<file path="src/rtl/handshake_decoder.sv">
// Index-to-one-hot decoder behind a valid/ready stream with a 2-entry elastic buffer.
// Decode happens at acceptance; all outputs, including in_ready, are registered.
module handshake_decoder #(
  parameter int NUM_OUTPUTS = 8,
  localparam int INDEX_WIDTH = (NUM_OUTPUTS > 1) ? $clog2(NUM_OUTPUTS) : 1
) (
  input  logic                   clk,
  input  logic                   rst,
  input  logic                   in_valid,
  output logic                   in_ready,
  input  logic [INDEX_WIDTH-1:0] index,
  input  logic                   index_valid,
  output logic                   out_valid,
  input  logic                   out_ready,
  output logic [NUM_OUTPUTS-1:0] out_data,
  output logic                   out_range_err
);

  localparam int ENTRY_WIDTH = NUM_OUTPUTS + 1;

  // Entry layout is {err, one_hot}.
  function automatic logic [ENTRY_WIDTH-1:0] decode_entry(
    input logic                   idx_vld,
    input logic [INDEX_WIDTH-1:0] idx
  );
    logic [NUM_OUTPUTS-1:0] one_hot;
    logic                   err;
    one_hot = '0;
    err     = 1'b0;
    if (idx_vld) begin
      if (32'(idx) < NUM_OUTPUTS) begin
        one_hot[idx] = 1'b1;
      end else begin
        err = 1'b1;
      end
    end else begin
      err = 1'b0;
    end
    return {err, one_hot};
  endfunction

  logic [ENTRY_WIDTH-1:0] mem_r [2];
  logic                   head_r;
  logic                   tail_r;
  logic [1:0]             count_r;

  logic                   push_s;
  logic                   pop_s;
  logic                   head_nxt_s;
  logic                   tail_nxt_s;
  logic [1:0]             count_nxt_s;
  logic [ENTRY_WIDTH-1:0] word_s;
  logic [ENTRY_WIDTH-1:0] head_word_s;

  // Next-state pointers/count and the entry that will sit at the head after this edge.
  always_comb begin
    push_s      = in_valid & in_ready;
    pop_s       = out_valid & out_ready;
    word_s      = decode_entry(index_valid, index);
    head_nxt_s  = pop_s ? ~head_r : head_r;
    tail_nxt_s  = push_s ? ~tail_r : tail_r;
    case ({push_s, pop_s})
      2'b10:   count_nxt_s = count_r + 2'd1;
      2'b01:   count_nxt_s = count_r - 2'd1;
      default: count_nxt_s = count_r;
    endcase
    // The word being written lands at the head only when it fills the next head slot.
    if (push_s && (tail_r == head_nxt_s)) begin
      head_word_s = word_s;
    end else begin
      head_word_s = mem_r[head_nxt_s];
    end
  end

  // Storage array; stale contents are never exposed, so it needs no reset.
  always_ff @(posedge clk) begin
    if (push_s && !rst) begin
      mem_r[tail_r] <= word_s;
    end
  end

  // Pointer/count state and registered stream outputs.
  always_ff @(posedge clk) begin
    if (rst) begin
      head_r        <= 1'b0;
      tail_r        <= 1'b0;
      count_r       <= 2'd0;
      in_ready      <= 1'b1;
      out_valid     <= 1'b0;
      out_data      <= '0;
      out_range_err <= 1'b0;
    end else begin
      head_r    <= head_nxt_s;
      tail_r    <= tail_nxt_s;
      count_r   <= count_nxt_s;
      in_ready  <= (count_nxt_s != 2'd2);
      out_valid <= (count_nxt_s != 2'd0);
      if (count_nxt_s != 2'd0) begin
        out_data      <= head_word_s[NUM_OUTPUTS-1:0];
        out_range_err <= head_word_s[NUM_OUTPUTS];
      end else begin
        out_data      <= '0;
        out_range_err <= 1'b0;
      end
    end
  end

endmodule

</file>
<file path="config.mk">
export PLATFORM = sky130hd
export DESIGN_NAME = handshake_decoder
export DESIGN_NICKNAME = d
export VERILOG_FILES = /design/src/rtl/handshake_decoder.sv
export SDC_FILE = /design/constraint.sdc
export NUM_CORES = 1
export LEC_CHECK = 0
export ABC_AREA = 1
export BUFFER_PORTS_ARGS = -buffer_cell sky130_fd_sc_hd__buf_4
export CORE_MARGIN = 8
export CORE_UTILIZATION = 55
export DETAILED_ROUTE_END_ITERATION = 6
export HOLD_SLACK_MARGIN = 0.03
export PLACE_DENSITY = 0.78
export SYNTH_ARGS = -nofsm -noshare
export SYNTH_HDL_FRONTEND = slang
export SYNTH_SLANG_ARGS = --single-unit
</file>
<file path="constraint.sdc">
create_clock -name clk -period 1.6 [get_ports clk]
set_input_delay 0 -clock clk [delete_from_list [all_inputs] [get_ports clk]]
set_output_delay 0 -clock clk [all_outputs]
set_load 0.005 [all_outputs]
</file>
==> Word-level counts from Yosys, hierarchy flattened <==
Memory sizes are Yosys's and may differ from the RTL's. A register that Yosys moved wholly into a read port is not among the register bits.
Cells that the tools add are included.
W data, S select, Z words.
{ "word_totals": {"n_memories": 1, "out_inout_bits": 11, "ramBits": 16, "register_bits": 7} }
{ "memory_table": {"columns": ["name", "words", "word_bits", "read_ports", "rd_ports_with_merged_regs", "wr", "line", "source"], "rows": [
  ["mem_r", 2, 8, 1, 1, 1, "42", "logic [ENTRY_WIDTH-1:0] mem_r [2];"]
]} }
{ "classes": {"bitwise": 5, "add_sub_neg": 2, "n_eq_ne": 4, "order_cmp": 2, "reduce_logical": 7, "muxes": 7} }
{ "ops": {"columns": ["operator", "n"], "rows": [
  ["$mux W8", 1],
  ["$lt A3 B4 Y1 const B", 1],
  ["$mux W1", 4],
  ["$pmux W2 S2", 1],
  ["$demux W1 S3", 1],
  ["$ge A3 B1 Y1 const B", 1],
  ["$logic_and A1 B1 Y1", 3],
  ["$not A1 Y1", 3],
  ["$reduce_or A3 Y1", 1],
  ["$add A2 B1 Y2 const B", 1],
  ["$and A1 B1 Y1", 2],
  ["$eq A2 B1 Y1 const B", 1],
  ["$eq A2 B2 Y1 const B", 1],
  ["$ne A2 B2 Y1 const B", 1],
  ["$reduce_bool A2 Y1", 1],
  ["$reduce_or A2 Y1", 1],
  ["$sub A2 B1 Y2 const B", 1],
  ["$eq A1 B1 Y1", 1],
  ["$logic_not A1 Y1", 1]
]} }

==> Longest topological paths before layout <==
Gate-level depths: netlist of the first run.
{ "depth": {"word_depth": 6, "depth_mapped": 11, "depth_no_buf": 11} }

==> Least setup slack after synthesis of the first run <==
OpenSTA, ideal clock, no wires.
{ "synth_timing": {"path_type": "reg-to-reg", "from": "register in_ready", "to": "memory mem_r[1][0] in the netlist's numbering, enable pin", "t_arrival_ns": 1.052, "stages_incl_launch_ff": 3, "slack_ns": 0.165, "path_buffers": 0, "required_ns": 1.217, "cell_sequence": "dfxtp_1 -> nand2_1 -> nor3_1"} }
{ "synth_via": {"elab_chain_cells": 4} }
{ "synth_lines": {"columns": ["element", "line", "source"], "rows": [
  ["start: declaration", "10", "output logic in_ready,"],
  ["start signal: assignment", "96", "in_ready <= (count_nxt_s != 2'd2);"],
  ["$and A1 B1 Y1", "57", "push_s = in_valid & in_ready;"],
  ["$logic_and A1 B1 Y1", "77", "if (push_s && !rst) begin"],
  ["$mux W1", "77", null],
  ["$mux W1 (implied by the code)", "78", "mem_r[tail_r] <= word_s;"],
  ["end: declaration", "42", null]
]} }
No other way between the ends.

==> Final worst setup path of the first run <==
{ "layout_timing": {"from": "register out_valid", "to": "register in_ready"} }
{ "layout_via": {"elab_chain_cells": 4, "word_cells_on_any_way": 5, "cone_classes": "eq/ne (3); mux (1); bitwise (1)"} }
{ "layout_lines": {"columns": ["element", "line", "source"], "rows": [
  ["start: declaration", "13", "output logic out_valid,"],
  ["start signal: assignment", "97", "out_valid <= (count_nxt_s != 2'd0);"],
  ["$and A1 B1 Y1 (*)", "58", "pop_s = out_valid & out_ready;"],
  ["$eq A2 B1 Y1 or $eq A2 B2 Y1 (tied branches)", "62", "case ({push_s, pop_s})"],
  ["$pmux W2 S2 (*)", "62", null],
  ["$ne A2 B2 Y1 (*)", "96", null]
]} }
Mark *: on every way between the ends. The rest lies on a longest branch, timed or not.
A chain may end at the register's enable or synchronous reset.

==> tab_implementation.tex, run 1 <==
\begin{tabular}{lr}
\hline
Metric & Value \\
\hline
\multicolumn{2}{l}{\textbf{Worst setup path}} \\
\quad Critical path fanouts, max & 4 \\
\quad Required time at the endpoint of the critical path & 1810 ps \\
\quad Worst Path Buf+Inv & 2 \\
\quad Worst setup path category & flip-flop to flip-flop \\
\quad Critical path's top delay family & simple AND/OR/NAND/NOR gates \\
\quad Kind of capture point of the worst setup path & flip-flop \\
\quad Ordered cell list for the critical path & nand2\_2 > inv\_1 > ha\_4 > inv\_2 > nand3\_1 > nand2\_1 > nand3\_4 > or2\_1 \\
\quad Arrival time at the worst endpoint & 1680 ps \\
\quad CP Depth & 8 \\
\quad Slowest Stage Delay on Critical Path & 350 ps \\
\quad Type of element launching the critical path & flip-flop \\
\quad Worst reg2reg path depth & 8 \\
\quad Slowest stage cell on the critical path & sky130\_fd\_sc\_hd\_\_dfxtp\_2 \\
\multicolumn{2}{l}{\textbf{Flow run}} \\
\quad Maximum capacitance violations & 0 \\
\multicolumn{2}{l}{\textbf{Synthesis}} \\
\quad Gate count after technology mapping & 150 \\
\quad Yosys cell types & 22 \\
\quad Mean area per synthesized cell & 8.892 um\^{}2 \\
\quad Prevailing post-synth register cell & sky130\_fd\_sc\_hd\_\_edfxtp\_1 \\
\quad Share of the yosys chip area belonging to registers & 57.04\% \\
\quad Share of Yosys cell area claimed by the top area cell type & 36.02\% \\
\quad Most instantiated cells after synthesis & sky130\_fd\_sc\_hd\_\_nand2\_1 (37), sky130\_fd\_sc\_hd\_\_nor2\_1 (25), sky130\_fd\_sc\_hd\_\_inv\_1 (20) \\
\quad Top post-synthesis cells by area & sky130\_fd\_sc\_hd\_\_edfxtp\_1 (36\%), sky130\_fd\_sc\_hd\_\_dfxtp\_1 (21\%), sky130\_fd\_sc\_hd\_\_nand2\_1 (10\%) \\
\quad Total nets after synthesis & 159 \\
\quad Total of flip-flops plus latches after synthesis & 30 \\
\quad Number of enable-type register cells in the synthesized netlist & 16 \\
\quad Leading area contributor after synthesis & sky130\_fd\_sc\_hd\_\_edfxtp\_1 \\
\quad Post-Synthesis Cell Area & 1334 um\^{}2 \\
\quad Most frequent cell after synthesis & sky130\_fd\_sc\_hd\_\_nand2\_1 \\
\quad YS warnings & 0 \\
\quad Async set-reset flop share out of synthesis & 0\% \\
\multicolumn{2}{l}{\textbf{Route}} \\
\quad Total detailed-routing wirelength & 2688 um \\
\quad First drt pass iteration count & 4 \\
\quad Detailed router's first-iteration violation count & 28 \\
\quad ANT nets after route & 0 \\
\quad Routed via count divided by cell count & 4.865 \\
\quad Average wire length per cell after detail routing & 12.92 um \\
\quad Overall via count from detail\_route & 1012 \\
\quad Total DRC errors in the routed layout & 0 \\
\multicolumn{2}{l}{\textbf{STA}} \\
\quad Final WS setup & 133.2 ps \\
\quad Number of hold-slack violations in the final timing report & 0 \\
\quad Highest Clock Rate & 681.7 MHz \\
\quad Clock tree skew after final layout & 8.399 ps \\
\quad Slew Viols, Final & 0 \\
\quad Post-layout min period & 1467 ps \\
\quad Fraction of the cycle the final worst path needs & 91.68\% \\
\quad Setup Total Neg Slack & 0 ps \\
\quad Unrepaired setup endpoints after global routing & false \\
\quad Count of final setup violators & 0 \\
\multicolumn{2}{l}{\textbf{Clocking}} \\
\quad Clock-pin slew on the worst setup and hold paths & 90 ps \\
\quad CTS Sinks & 30 \\
\quad TritonCTS clock tree & done \\
\quad Clock latency reported for the late side of the worst-skew pair & 320 ps \\
\quad H-Tree Level Count & 2 \\
\quad Root Buffer & sky130\_fd\_sc\_hd\_\_clkbuf\_4 \\
\quad CTS buffer count & 5 \\
\quad CTS max path bufs & 2 \\
\multicolumn{2}{l}{\textbf{Placed design}} \\
\quad Number of buffers added on ports & 17 \\
\quad Post-Place Setup Slack & -4.003 ps \\
\quad Routability cong. & 0.7732 \\
\quad DP Wirelength & 1793 um \\
\multicolumn{2}{l}{\textbf{Min path}} \\
\quad Worst Hold Class & input port to flip-flop \\
\quad Instance count along the most critical hold path & 3 \\
\multicolumn{2}{l}{\textbf{Floorplanning}} \\
\quad Initial Utilization & 55.87\% \\
\quad Area of the placeable core & 2387 um\^{}2 \\
\quad Die Span Y & 65.25 um \\
\quad Number of top-level design ports & 19 \\
\quad Floorplan die area & 4257 um\^{}2 \\
\quad Die Width & 65.25 um \\
\quad Placement Rows & 18 \\
\multicolumn{2}{l}{\textbf{Global route}} \\
\quad Antenna violations before repair & 0 \\
\quad GR Util All Layers & 13.84\% \\
\quad GRT Residual Overflow & 0 \\
\quad Number of global-route vias before repair & 1006 \\
\quad Maximum number of pins on one net before global-route repair & 17 \\
\quad Wire length of the first global-routing pass & 4547 um \\
\multicolumn{2}{l}{\textbf{Pwr}} \\
\quad Power consumption & 2.507 mW \\
\quad Worst IR drop on VDD & 977.1 uV \\
\quad Lkg Pwr & 0.7830 nW \\
\quad Total power density per cell area & 1539 nW/um\^{}2 \\
\multicolumn{2}{l}{\textbf{Finish}} \\
\quad Synth-to-Final Area Change & 22.14\% \\
\quad Number of nets in the finished design & 186 \\
\quad Fraction of final layout cells with drive strength greater than 1 & 29.78\% \\
\quad Inserted Diodes & 0 \\
\multicolumn{2}{l}{\textbf{Status}} \\
\quad Result of the run & complete, no violations \\
\hline
\end{tabular}
-- power by group --
part	switching, mW	internal [mW]
sequential	0.0801	0.987
clock	0.246	0.213
combinational	0.562	0.419
-- kinds of logic after synthesis --
kind of cell / count (synthesis) / share of synthesized area, %
simple gates: 91 / 32.18
xor+xnor: 1 / 0.6568
fa+ha+maj: 1 / 0.9379
compound gates: 2 / 0.7497
other cells: 1 / 0.2812
buf+inv: 24 / 8.161
flops: 30 / 57.04
-- what timing repair did --
item	in CTS	in global routing
hold endpoints to repair	2	0
hold buffers	2	0
pin swaps	1	2
cloned	1	0
setup endpoints to repair	4	9
buffers inserted	0	1
resized for setup	2	9
-- cell type report --
type	count	area [um^2]
clock buffers	7	55.05
clock inverters	1	5.005
fillers	207	758.2
inverters	21	78.83
multi-input cells	97	520.5
flip-flops and latches	30	762.0
well taps	30	37.54
repair buffers	22	170.2
-- through the flow --
stage / instances / hold slack, ps / cell area (um^2) / util (%)
2_1_floorplan: 150 / 69.07 / 1334 / -
3_3_place_gp: 196 / 210.1 / 1484 / 62.16
3_5_place_dp: 196 / 213.8 / 1484 / 62.16
4_1_cts: 207 / 86.30 / 1580 / 66.20
5_1_grt: 208 / 98.02 / 1629 / 68.24
6_report: 208 / 91.71 / 1629 / 68.24
-- flip-flops by register name (all words and copies together), names as in the netlist --
name and cells:
mem_r 16, out_data 8, count_r 2, head_r 1, in_ready 1, out_valid 1
tail_r 1
-- worst reg2reg max path, cell delays in order, from the launching register on --
cell and delay [ps]:
sky130_fd_sc_hd__dfxtp_2 350, sky130_fd_sc_hd__nand2_2 90, sky130_fd_sc_hd__inv_1 70, sky130_fd_sc_hd__ha_4 260, sky130_fd_sc_hd__inv_2 60, sky130_fd_sc_hd__nand3_1 70
sky130_fd_sc_hd__nand2_1 110, sky130_fd_sc_hd__nand3_4 120, sky130_fd_sc_hd__or2_1 230
-- path summary, 6_finish.rpt --
path	slack [ps]	from	to
min reg2reg	630	mem_r[1][3]$_DFFE_PP_	out_data[3]$_SDFF_PP0_
min	90	index[2]	mem_r[1][5]$_DFFE_PP_
max reg2reg	130	out_valid$_SDFF_PP0_	in_ready$_SDFF_PP1_
max	130	out_valid$_SDFF_PP0_	in_ready$_SDFF_PP1_
-- cells in the final DEF, fill, tap and decap left out, drive strengths merged --
cell type and instances:
ha 1, nand2 49, nand3 13, a21oi 1, clkinv 1, nor2 27, nand4 1, clkbuf 7
nor3 1, edfxtp 16, o21ai 1, inv 21, dfxtp 14, or2 1, dlygate4sd3 2, xnor2 1
buf 20, conb 1
-- routing by layer --
metal | up-vias | share of wire, % | GRT usage (%)
li1 | 518 | - | -
met1 | 467 | 42 | 14.65
met2 | 23 | 52 | 23.86
met3 | 4 | 4.7 | 5.612
met4 | 0 | 0.71 | 5.722
met5 | - | 0 | 0
Note: power is estimated with default switching activity, not from simulation.
==> inputs of run 2 (changes only) <==
--- a/config.mk
+++ b/config.mk
@@ -5,10 +5,9 @@
 export SDC_FILE = /design/constraint.sdc
 export NUM_CORES = 1
 export LEC_CHECK = 0
-export ABC_AREA = 1
 export BUFFER_PORTS_ARGS = -buffer_cell sky130_fd_sc_hd__buf_4
 export CORE_MARGIN = 8
-export CORE_UTILIZATION = 55
+export CORE_UTILIZATION = 54
 export DETAILED_ROUTE_END_ITERATION = 6
 export HOLD_SLACK_MARGIN = 0.03
 export PLACE_DENSITY = 0.78
==> tab_implementation.tex, run 2 <==
\begin{tabular}{lr}
\hline
Metric & Value \\
\hline
\multicolumn{2}{l}{\textbf{Clocking}} \\
\quad Root Buffer & sky130\_fd\_sc\_hd\_\_clkbuf\_4 \\
\quad CTS buffer count & 5 (unchanged) \\
\quad H-Tree Level Count & 2 (unchanged) \\
\quad Clock-pin slew on the worst setup and hold paths & 90 ps (about the same) \\
\quad Clock latency reported for the late side of the worst-skew pair & 330 ps (about the same) \\
\quad Post CTS Setup Buffer Count & 0 (unchanged) \\
\quad TritonCTS clock tree & done \\
\quad CTS max path bufs & 2 (unchanged) \\
\quad CTS Sinks & 30 (unchanged) \\
\multicolumn{2}{l}{\textbf{Route}} \\
\quad Total DRC errors in the routed layout & 0 (unchanged) \\
\quad Routed via count divided by cell count & 5.512 (+13\%) \\
\quad Detailed router's first-iteration violation count & 13 (-54\%) \\
\quad First drt pass iteration count & 5 (+1) \\
\quad ANT nets after route & 0 (unchanged) \\
\quad Overall via count from detail\_route & 926 (-8.5\%) \\
\quad Total detailed-routing wirelength & 2603 um (-3.2\%) \\
\quad Average wire length per cell after detail routing & 15.49 um (+20\%) \\
\multicolumn{2}{l}{\textbf{Global route}} \\
\quad Maximum number of pins on one net before global-route repair & 11 (-6) \\
\quad Number of global-route vias before repair & 883 (-12\%) \\
\quad GRT Residual Overflow & 0 (unchanged) \\
\quad Wire length of the first global-routing pass & 4140 um (-9.0\%) \\
\quad GR Util All Layers & 13.53\% (-0.31 points) \\
\quad Antenna violations before repair & 0 (unchanged) \\
\multicolumn{2}{l}{\textbf{Worst setup path}} \\
\quad Critical path's top delay family & simple AND/OR/NAND/NOR gates \\
\quad Worst reg2reg path depth & 4 (-4) \\
\quad Endpoint of the worst register-to-register path & out\_data[1]\$\_SDFF\_PP0\_ \\
\quad CP Depth & 4 (-4) \\
\quad Slowest stage cell on the critical path & sky130\_fd\_sc\_hd\_\_or3b\_1 \\
\quad Worst Path Buf+Inv & 0 (-2) \\
\quad Register-to-register setup slack & 5 ps (-130 ps) \\
\quad Slowest Stage Delay on Critical Path & 360 ps (about the same) \\
\quad Type of element launching the critical path & flip-flop \\
\quad Arrival time at the worst endpoint & 1820 ps (+140 ps) \\
\quad Critical path fanouts, max & 8 (+4) \\
\quad Ordered cell list for the critical path & and4bb\_4 > or3b\_1 > and2\_4 > a311oi\_1 \\
\quad Required time at the endpoint of the critical path & 1830 ps (+20 ps) \\
\quad Critical path startpoint & tail\_r\$\_SDFFE\_PP0N\_ \\
\quad Worst setup path category & flip-flop to flip-flop \\
\quad CP Capture Point & out\_data[1]\$\_SDFF\_PP0\_ \\
\quad Kind of capture point of the worst setup path & flip-flop \\
\quad Worst R2R Start & tail\_r\$\_SDFFE\_PP0N\_ \\
\multicolumn{2}{l}{\textbf{Placed design}} \\
\quad Number of buffers added on ports & 17 (unchanged) \\
\quad DP Wirelength & 1624 um (-9.4\%) \\
\quad Routability cong. & 0.7654 (-1.0\%) \\
\multicolumn{2}{l}{\textbf{Pwr}} \\
\quad Power share of the sequential group & 45.8\% (+3.2 points) \\
\quad Clock Power Share & 29.1\% (+11 points) \\
\quad Lkg Pwr & 0.6279 nW (-20\%) \\
\quad Fraction of power spent switching nets & 27.31\% (-8.1 points) \\
\quad Worst IR drop on VDD & 1186 uV (+21\%) \\
\quad Part of the total power dissipated in combinational logic & 25.1\% (-14 points) \\
\quad Total power density per cell area & 1387 nW/um\^{}2 (-9.8\%) \\
\quad Switching pwr & 0.5880 mW (-34\%) \\
\quad Pint & 1.565 mW (-3.3\%) \\
\multicolumn{2}{l}{\textbf{STA}} \\
\quad Fraction of the cycle the final worst path needs & 99.67\% (+8.0 points) \\
\quad Highest Clock Rate & 627.1 MHz (-8.0\%) \\
\quad Slew Viols, Final & 0 (unchanged) \\
\quad Number of hold-slack violations in the final timing report & 0 (unchanged) \\
\quad Post-Route Hold Slack & 50.36 ps (-41.34 ps) \\
\quad Clock tree skew after final layout & 7.286 ps (-1.113 ps) \\
\quad Post-layout min period & 1595 ps (+127.8 ps) \\
\quad Setup Total Neg Slack & 0 ps (unchanged) \\
\quad Count of final setup violators & 0 (unchanged) \\
\quad Unrepaired setup endpoints after global routing & true \\
\multicolumn{2}{l}{\textbf{Floorplanning}} \\
\quad Area of the placeable core & 2170 um\^{}2 (-9.1\%) \\
\quad Floorplan die area & 4023 um\^{}2 (-5.5\%) \\
\quad Die Width & 63.43 um (-2.8\%) \\
\quad Number of top-level design ports & 19 (unchanged) \\
\quad Placement Rows & 17 (-1) \\
\quad Die Span Y & 63.43 um (-2.8\%) \\
\quad Initial Utilization & 56.00\% (+0.13 points) \\
\multicolumn{2}{l}{\textbf{Synthesis}} \\
\quad Prevailing post-synth register cell & sky130\_fd\_sc\_hd\_\_edfxtp\_1 \\
\quad Async set-reset flop share out of synthesis & 0\% (unchanged) \\
\quad Fraction of the mapped netlist area in compound gates & 12.05\% (+11 points) \\
\quad Gate count after technology mapping & 109 (-27\%) \\
\quad Number of enable-type register cells in the synthesized netlist & 16 (unchanged) \\
\quad Synthesized-area fraction occupied by adder cells & 1.030\% (+0.092 points) \\
\quad Synthesized-area fraction occupied by and/or/nand/nor cells & 17.71\% (-14 points) \\
\quad Most instantiated cells after synthesis & sky130\_fd\_sc\_hd\_\_nand2\_1 (22), sky130\_fd\_sc\_hd\_\_edfxtp\_1 (16), sky130\_fd\_sc\_hd\_\_dfxtp\_1 (14) \\
\quad Mean area per synthesized cell & 11.15 um\^{}2 (+25\%) \\
\quad Leading area contributor after synthesis & sky130\_fd\_sc\_hd\_\_edfxtp\_1 \\
\quad Total nets after synthesis & 118 (-26\%) \\
\quad Share of the yosys chip area belonging to registers & 62.62\% (+5.6 points) \\
\quad Most frequent cell after synthesis & sky130\_fd\_sc\_hd\_\_nand2\_1 \\
\quad Post-Synth XOR/XNOR Area & 2.884\% (+2.2 points) \\
\quad Total of flip-flops plus latches after synthesis & 30 (unchanged) \\
\quad YS warnings & 0 (unchanged) \\
\quad Post-Synthesis Cell Area & 1215 um\^{}2 (-8.9\%) \\
\quad Multiplexer area fraction after synthesis & 0\% (unchanged) \\
\quad Top post-synthesis cells by area & sky130\_fd\_sc\_hd\_\_edfxtp\_1 (40\%), sky130\_fd\_sc\_hd\_\_dfxtp\_1 (23\%), sky130\_fd\_sc\_hd\_\_nand2\_1 (6.8\%) \\
\quad Main combinational cell family by area after synthesis & simple AND/OR/NAND/NOR gates \\
\quad Share of Yosys cell area claimed by the top area cell type & 39.55\% (+3.5 points) \\
\quad Yosys cell types & 26 (+18\%) \\
\multicolumn{2}{l}{\textbf{Finish}} \\
\quad Most frequent cells in the layout & sky130\_fd\_sc\_hd\_\_buf\_4 (23), sky130\_fd\_sc\_hd\_\_nand2\_1 (22), sky130\_fd\_sc\_hd\_\_edfxtp\_1 (16), sky130\_fd\_sc\_hd\_\_dfxtp\_1 (13), sky130\_fd\_sc\_hd\_\_nor2\_1 (11) \\
\quad Register with the highest flop count & mem\_r \\
\quad Synth-to-Final Area Change & 27.70\% \\
\quad Fraction of final layout cells with drive strength greater than 1 & 29.29\% (-0.49 points) \\
\quad Inserted Diodes & 0 (unchanged) \\
\quad Number of flip-flops in the largest register & 16 (unchanged) \\
\quad Number of nets in the finished design & 148 (-20\%) \\
\quad Fillers & 172 (-17\%) \\
\quad Registers with the highest flip-flop counts & mem\_r x16, out\_data x8, count\_r x2 \\
\quad Most common cell after layout, fill and taps aside & sky130\_fd\_sc\_hd\_\_buf\_4 \\
\multicolumn{2}{l}{\textbf{Flow run}} \\
\quad Maximum capacitance violations & 0 (unchanged) \\
\multicolumn{2}{l}{\textbf{Min path}} \\
\quad Worst Hold Class & input port to flip-flop \\
\multicolumn{2}{l}{\textbf{Status}} \\
\quad Result of the run & complete, no violations \\
\hline
\end{tabular}
[run 2: cell types whose count changed in the layout (fill, tap and decap cells not counted), sizes merged, moves of 2 or more]
cell	previous run	this run
a21oi	1	10
nand2	49	22
nand2b	0	3
inv	21	2
nor2	27	11
a311oi	0	8
buf	20	23
nand3	13	0
dlygate4sd3	2	4
xor2	0	3
o21ai	1	3
[run 2: cell families after synthesis]
logic type,after synthesis
AOI/OAI and AO/OA,22
and+or+nand+nor,45
xor gates and xnor gates,4
adders and majority gates,1
other,1
DFF,30
buffers and inverters,6
[run 2: per-layer routing]
layer	vias to the layer above	GRT usage [%]	share of wire, %
met5	-	0	0
met4	0	8.357	2.7
met3	9	6.537	5.3
met2	24	20.28	49
met1	443	15.08	43
li1	450	-	-
[run 2: worst register-to-register path, delay by kind of cell, from the launching register on]
family,cells,cell delay (ps)
AND/OR/NAND/NOR,3,870
AO/OA/AOI/OAI,1,280
flip-flops,1,340
[run 2: cell type report]
type / count / area (um^2) / area share, %
multi-input cells: 73 / 449.2 / 28.95
clock buffers: 7 / 55.05 / 3.548
repair buffers: 27 / 212.7 / 13.71
flip-flops and latches: 30 / 762.0 / 49.11
clock inverters: 1 / 30.03 / 1.935
inverters: 2 / 7.507 / 0.4839
well taps: 28 / 35.03 / 2.258
[run 2: stage by stage]
stage | utilization [%] | instance area (um^2) | power, mW | setup WS, ps | instances
2_1_floorplan | - | 1219 | 1.288 | -96.24 | 109
3_3_place_gp | 64.19 | 1393 | 1.481 | 98.89 | 156
3_5_place_dp | 64.19 | 1393 | 1.495 | 51.61 | 156
4_1_cts | 69.95 | 1518 | 2.136 | 4.543 | 168
5_1_grt | 71.51 | 1551 | 2.265 | -27.89 | 168
6_report | 71.51 | 1551 | 2.153 | 5.335 | 168
[run 2: worst min-delay path by stage]
| stage | startpoint | to | slack [ps] | depth (start not counted) |
|---|---|---|---|---|
| global placement | rst | head_r$_SDFF_PP0_ | 210 | 2 |
| finish | out_ready | head_r$_SDFF_PP0_ | 50 | 4 |
| global route | out_ready | head_r$_SDFF_PP0_ | 100 | 4 |
| floorplan | rst | count_r[0]$_SDFF_PP0_ | 70 | 1 |
| CTS | out_ready | head_r$_SDFF_PP0_ | 40 | 4 |
| detailed placement | rst | head_r$_SDFF_PP0_ | 220 | 2 |
[run 2: repair_timing]
action                                 CTS  global route
endpoints found under the hold margin    9             0
setup endpoints to repair                0             5
hold buffers                             4             0
resized for setup                        0             6
[run 2: power by group through the flow]
stage                     registers, mW  logic (mW)  clock network (mW)
after floorplan                    1.00       0.287                   0
after global placement            0.995       0.487                   0
after detailed placement           1.00       0.494                   0
after CTS                         0.985       0.507               0.645
after global routing              0.996       0.600               0.669
final                             0.986       0.541               0.626
==> inputs of run 3 (changes only) <==
--- a/config.mk
+++ b/config.mk
@@ -9,6 +9,7 @@
 export CORE_MARGIN = 8
 export CORE_UTILIZATION = 54
 export DETAILED_ROUTE_END_ITERATION = 6
+export GPL_TIMING_DRIVEN = 0
 export HOLD_SLACK_MARGIN = 0.03
 export PLACE_DENSITY = 0.78
 export SYNTH_ARGS = -nofsm -noshare
==> tab_implementation.tex, run 3 (synthesis results as in run 2) <==
\begin{tabular}{lr}
\hline
Metric & Value \\
\hline
\multicolumn{2}{l}{\textbf{STA}} \\
\quad Unrepaired setup endpoints after global routing & true \\
\quad Post-layout min period & 1564 ps (-30.50 ps) \\
\quad Count of final setup violators & 0 (unchanged) \\
\quad Number of hold-slack violations in the final timing report & 0 (unchanged) \\
\quad Setup Total Neg Slack & 0 ps (unchanged) \\
\quad Highest Clock Rate & 639.3 MHz (+1.9\%) \\
\quad Clock tree skew after final layout & 8.346 ps (+1.061 ps) \\
\quad Final WS setup & 35.84 ps (+30.50 ps) \\
\quad Slew Viols, Final & 0 (unchanged) \\
\quad Fraction of the cycle the final worst path needs & 97.76\% (-1.9 points) \\
\multicolumn{2}{l}{\textbf{Route}} \\
\quad Overall via count from detail\_route & 915 (-1.2\%) \\
\quad Total detailed-routing wirelength & 2595 um (-0.31\%) \\
\quad Total DRC errors in the routed layout & 0 (unchanged) \\
\quad ANT nets after route & 0 (unchanged) \\
\quad Average wire length per cell after detail routing & 15.63 um (+0.89\%) \\
\quad First drt pass iteration count & 4 (-1) \\
\quad Routed via count divided by cell count & 5.512 (about the same) \\
\quad Detailed router's first-iteration violation count & 41 (+28) \\
\multicolumn{2}{l}{\textbf{Clocking}} \\
\quad Clock-pin slew on the worst setup and hold paths & 100 ps (about the same) \\
\quad H-Tree Level Count & 2 (unchanged) \\
\quad CTS max path bufs & 2 (unchanged) \\
\quad TritonCTS clock tree & done \\
\quad Root Buffer & sky130\_fd\_sc\_hd\_\_clkbuf\_4 \\
\quad Clock latency reported for the late side of the worst-skew pair & 330 ps (about the same) \\
\quad CTS buffer count & 5 (unchanged) \\
\quad CTS Sinks & 30 (unchanged) \\
\multicolumn{2}{l}{\textbf{Pwr}} \\
\quad Fraction of power spent switching nets & 31.21\% (+3.9 points) \\
\quad Total power density per cell area & 1274 nW/um\^{}2 (-8.2\%) \\
\quad Lkg Pwr & 0.6083 nW (-3.1\%) \\
\quad Worst IR drop on VDD & 1041 uV (-12\%) \\
\quad Clock Power Share & 21.1\% (-8.0 points) \\
\quad Switching pwr & 0.6197 mW (+5.4\%) \\
\quad Part of the total power dissipated in combinational logic & 29.0\% (+3.9 points) \\
\quad Power consumption & 1.986 mW (-7.8\%) \\
\quad Power share of the sequential group & 49.9\% (+4.1 points) \\
\quad Pint & 1.366 mW (-13\%) \\
\multicolumn{2}{l}{\textbf{Global route}} \\
\quad Wire length of the first global-routing pass & 4140 um (unchanged) \\
\quad Antenna violations before repair & 0 (unchanged) \\
\quad Maximum number of pins on one net before global-route repair & 11 (unchanged) \\
\quad Number of global-route vias before repair & 935 (+5.9\%) \\
\quad GR Util All Layers & 13.74\% (+0.21 points) \\
\quad GRT Residual Overflow & 0 (unchanged) \\
\multicolumn{2}{l}{\textbf{Finish}} \\
\quad Fillers & 160 (-7.0\%) \\
\quad Inserted Diodes & 0 (unchanged) \\
\quad Registers with the highest flip-flop counts & mem\_r x16, out\_data x8, count\_r x2 \\
\quad Post-route cell area & 1559 um\^{}2 (+0.48\%) \\
\quad Core Util, Final & 71.86\% (+0.35 points) \\
\quad Number of flip-flops in the largest register & 16 (unchanged) \\
\quad Register with the highest flop count & mem\_r \\
\quad Most common cell after layout, fill and taps aside & sky130\_fd\_sc\_hd\_\_nand2\_1 \\
\quad FF+latch area & 764.5 um\^{}2 (+0.33\%) \\
\quad Synth-to-Final Area Change & 28.32\% \\
\quad Total area of multi-input combinational cells & 500.5 um\^{}2 (+11\%) \\
\quad Most frequent cells in the layout & sky130\_fd\_sc\_hd\_\_nand2\_1 (22), sky130\_fd\_sc\_hd\_\_buf\_4 (21), sky130\_fd\_sc\_hd\_\_edfxtp\_1 (16), sky130\_fd\_sc\_hd\_\_dfxtp\_1 (11), sky130\_fd\_sc\_hd\_\_nor2\_1 (10) \\
\quad Number of nets in the finished design & 146 (-1.4\%) \\
\quad Fraction of final layout cells with drive strength greater than 1 & 38.41\% (+9.1 points) \\
\multicolumn{2}{l}{\textbf{Placed design}} \\
\quad Routability cong. & 0.7761 (+1.4\%) \\
\quad Number of buffers added on ports & 17 (unchanged) \\
\quad DP Wirelength & 1660 um (+2.2\%) \\
\quad Post-Place Setup Slack & -293.2 ps (-344.8 ps) \\
\quad Post-place instance area & 1381 um\^{}2 (-0.81\%) \\
\multicolumn{2}{l}{\textbf{Worst setup path}} \\
\quad Kind of capture point of the worst setup path & flip-flop \\
\quad Type of element launching the critical path & flip-flop \\
\quad Required time at the endpoint of the critical path & 1840 ps (about the same) \\
\quad Critical path fanouts, max & 8 (unchanged) \\
\quad Arrival time at the worst endpoint & 1810 ps (about the same) \\
\quad Worst setup path category & flip-flop to flip-flop \\
\multicolumn{2}{l}{\textbf{Floorplanning}} \\
\quad Initial Utilization & 56.00\% (unchanged) \\
\quad Area of the placeable core & 2170 um\^{}2 (unchanged) \\
\quad Die Span Y & 63.43 um (unchanged) \\
\quad Floorplan die area & 4023 um\^{}2 (unchanged) \\
\quad Die Width & 63.43 um (unchanged) \\
\quad Number of top-level design ports & 19 (unchanged) \\
\quad Placement Rows & 17 (unchanged) \\
\multicolumn{2}{l}{\textbf{Min path}} \\
\quad Worst Hold Class & input port to flip-flop \\
\multicolumn{2}{l}{\textbf{Status}} \\
\quad Result of the run & complete, no violations \\
\multicolumn{2}{l}{\textbf{Flow run}} \\
\quad Maximum capacitance violations & 0 (unchanged) \\
\hline
\end{tabular}
run 3: final timing paths:
check                                            from  cells past startpoint  slack, ps                      to
worst max-delay path              tail_r$_SDFFE_PP0N_                      4         40  out_data[0]$_SDFF_PP0_
worst min-delay path                              rst                      4         40    out_valid$_SDFF_PP0_
worst min register to register  mem_r[0][3]$_DFFE_PP_                      2        540  out_data[3]$_SDFF_PP0_
worst max register to register    tail_r$_SDFFE_PP0N_                      4         40  out_data[0]$_SDFF_PP0_
run 3: routing by layer:
metal	share of wire, %	track usage [%]	up-vias	wire length [um]
met3	6.9	7.067	7	179
met4	2.5	8.914	0	65
met1	39	12.30	436	1005
met5	0	0	-	0
met2	52	23.70	30	1345
li1	-	-	442	-
run 3: worst max-delay path: stages, from the launching register on:
cell and delay, ps:
sky130_fd_sc_hd__dfxtp_2 340, sky130_fd_sc_hd__and4bb_4 300, sky130_fd_sc_hd__or3b_4 380, sky130_fd_sc_hd__and2_4 210, sky130_fd_sc_hd__a311oi_2 260
run 3: through the flow:
| stage | hold slack (ps) | instances |
|---|---|---|
| 6_report | 36.26 | 166 |
| 5_1_grt | 41.78 | 166 |
| 4_1_cts | 65.55 | 168 |
| 3_5_place_dp | 231.1 | 154 |
| 3_3_place_gp | 214.0 | 154 |
| 2_1_floorplan | 72.38 | 109 |
run 3: layout make-up:
class | instances | share of cell area [%]
Sequential cell | 30 | 49.04
Multi-Input combinational cell | 73 | 32.10
Timing Repair Buffer | 24 | 12.20
Clock buffer | 5 | 2.408
Tap cell | 28 | 2.247
Clock inverter | 3 | 1.043
Buffer | 1 | 0.4815
Inverter | 2 | 0.4815
run 3: power by group through the flow:
stage          Combinational, mW  Sequential [mW]  Clock, mW
5_1_grt                    0.626             1.00      0.462
3_5_place_dp               0.485             1.00          0
3_3_place_gp               0.468            0.994          0
2_1_floorplan              0.287             1.00          0
6_report                   0.576            0.990      0.420
4_1_cts                    0.539            0.985      0.435
run 3: repair_timing:
action                                  in CTS  in global routing
gates resized for setup                     11                 12
endpoints found under the setup margin       9                 10
hold endpoints to repair                     9                  0
pin swaps                                    3                  2
buffers inserted                             3                  0
hold buffers                                 4                  0
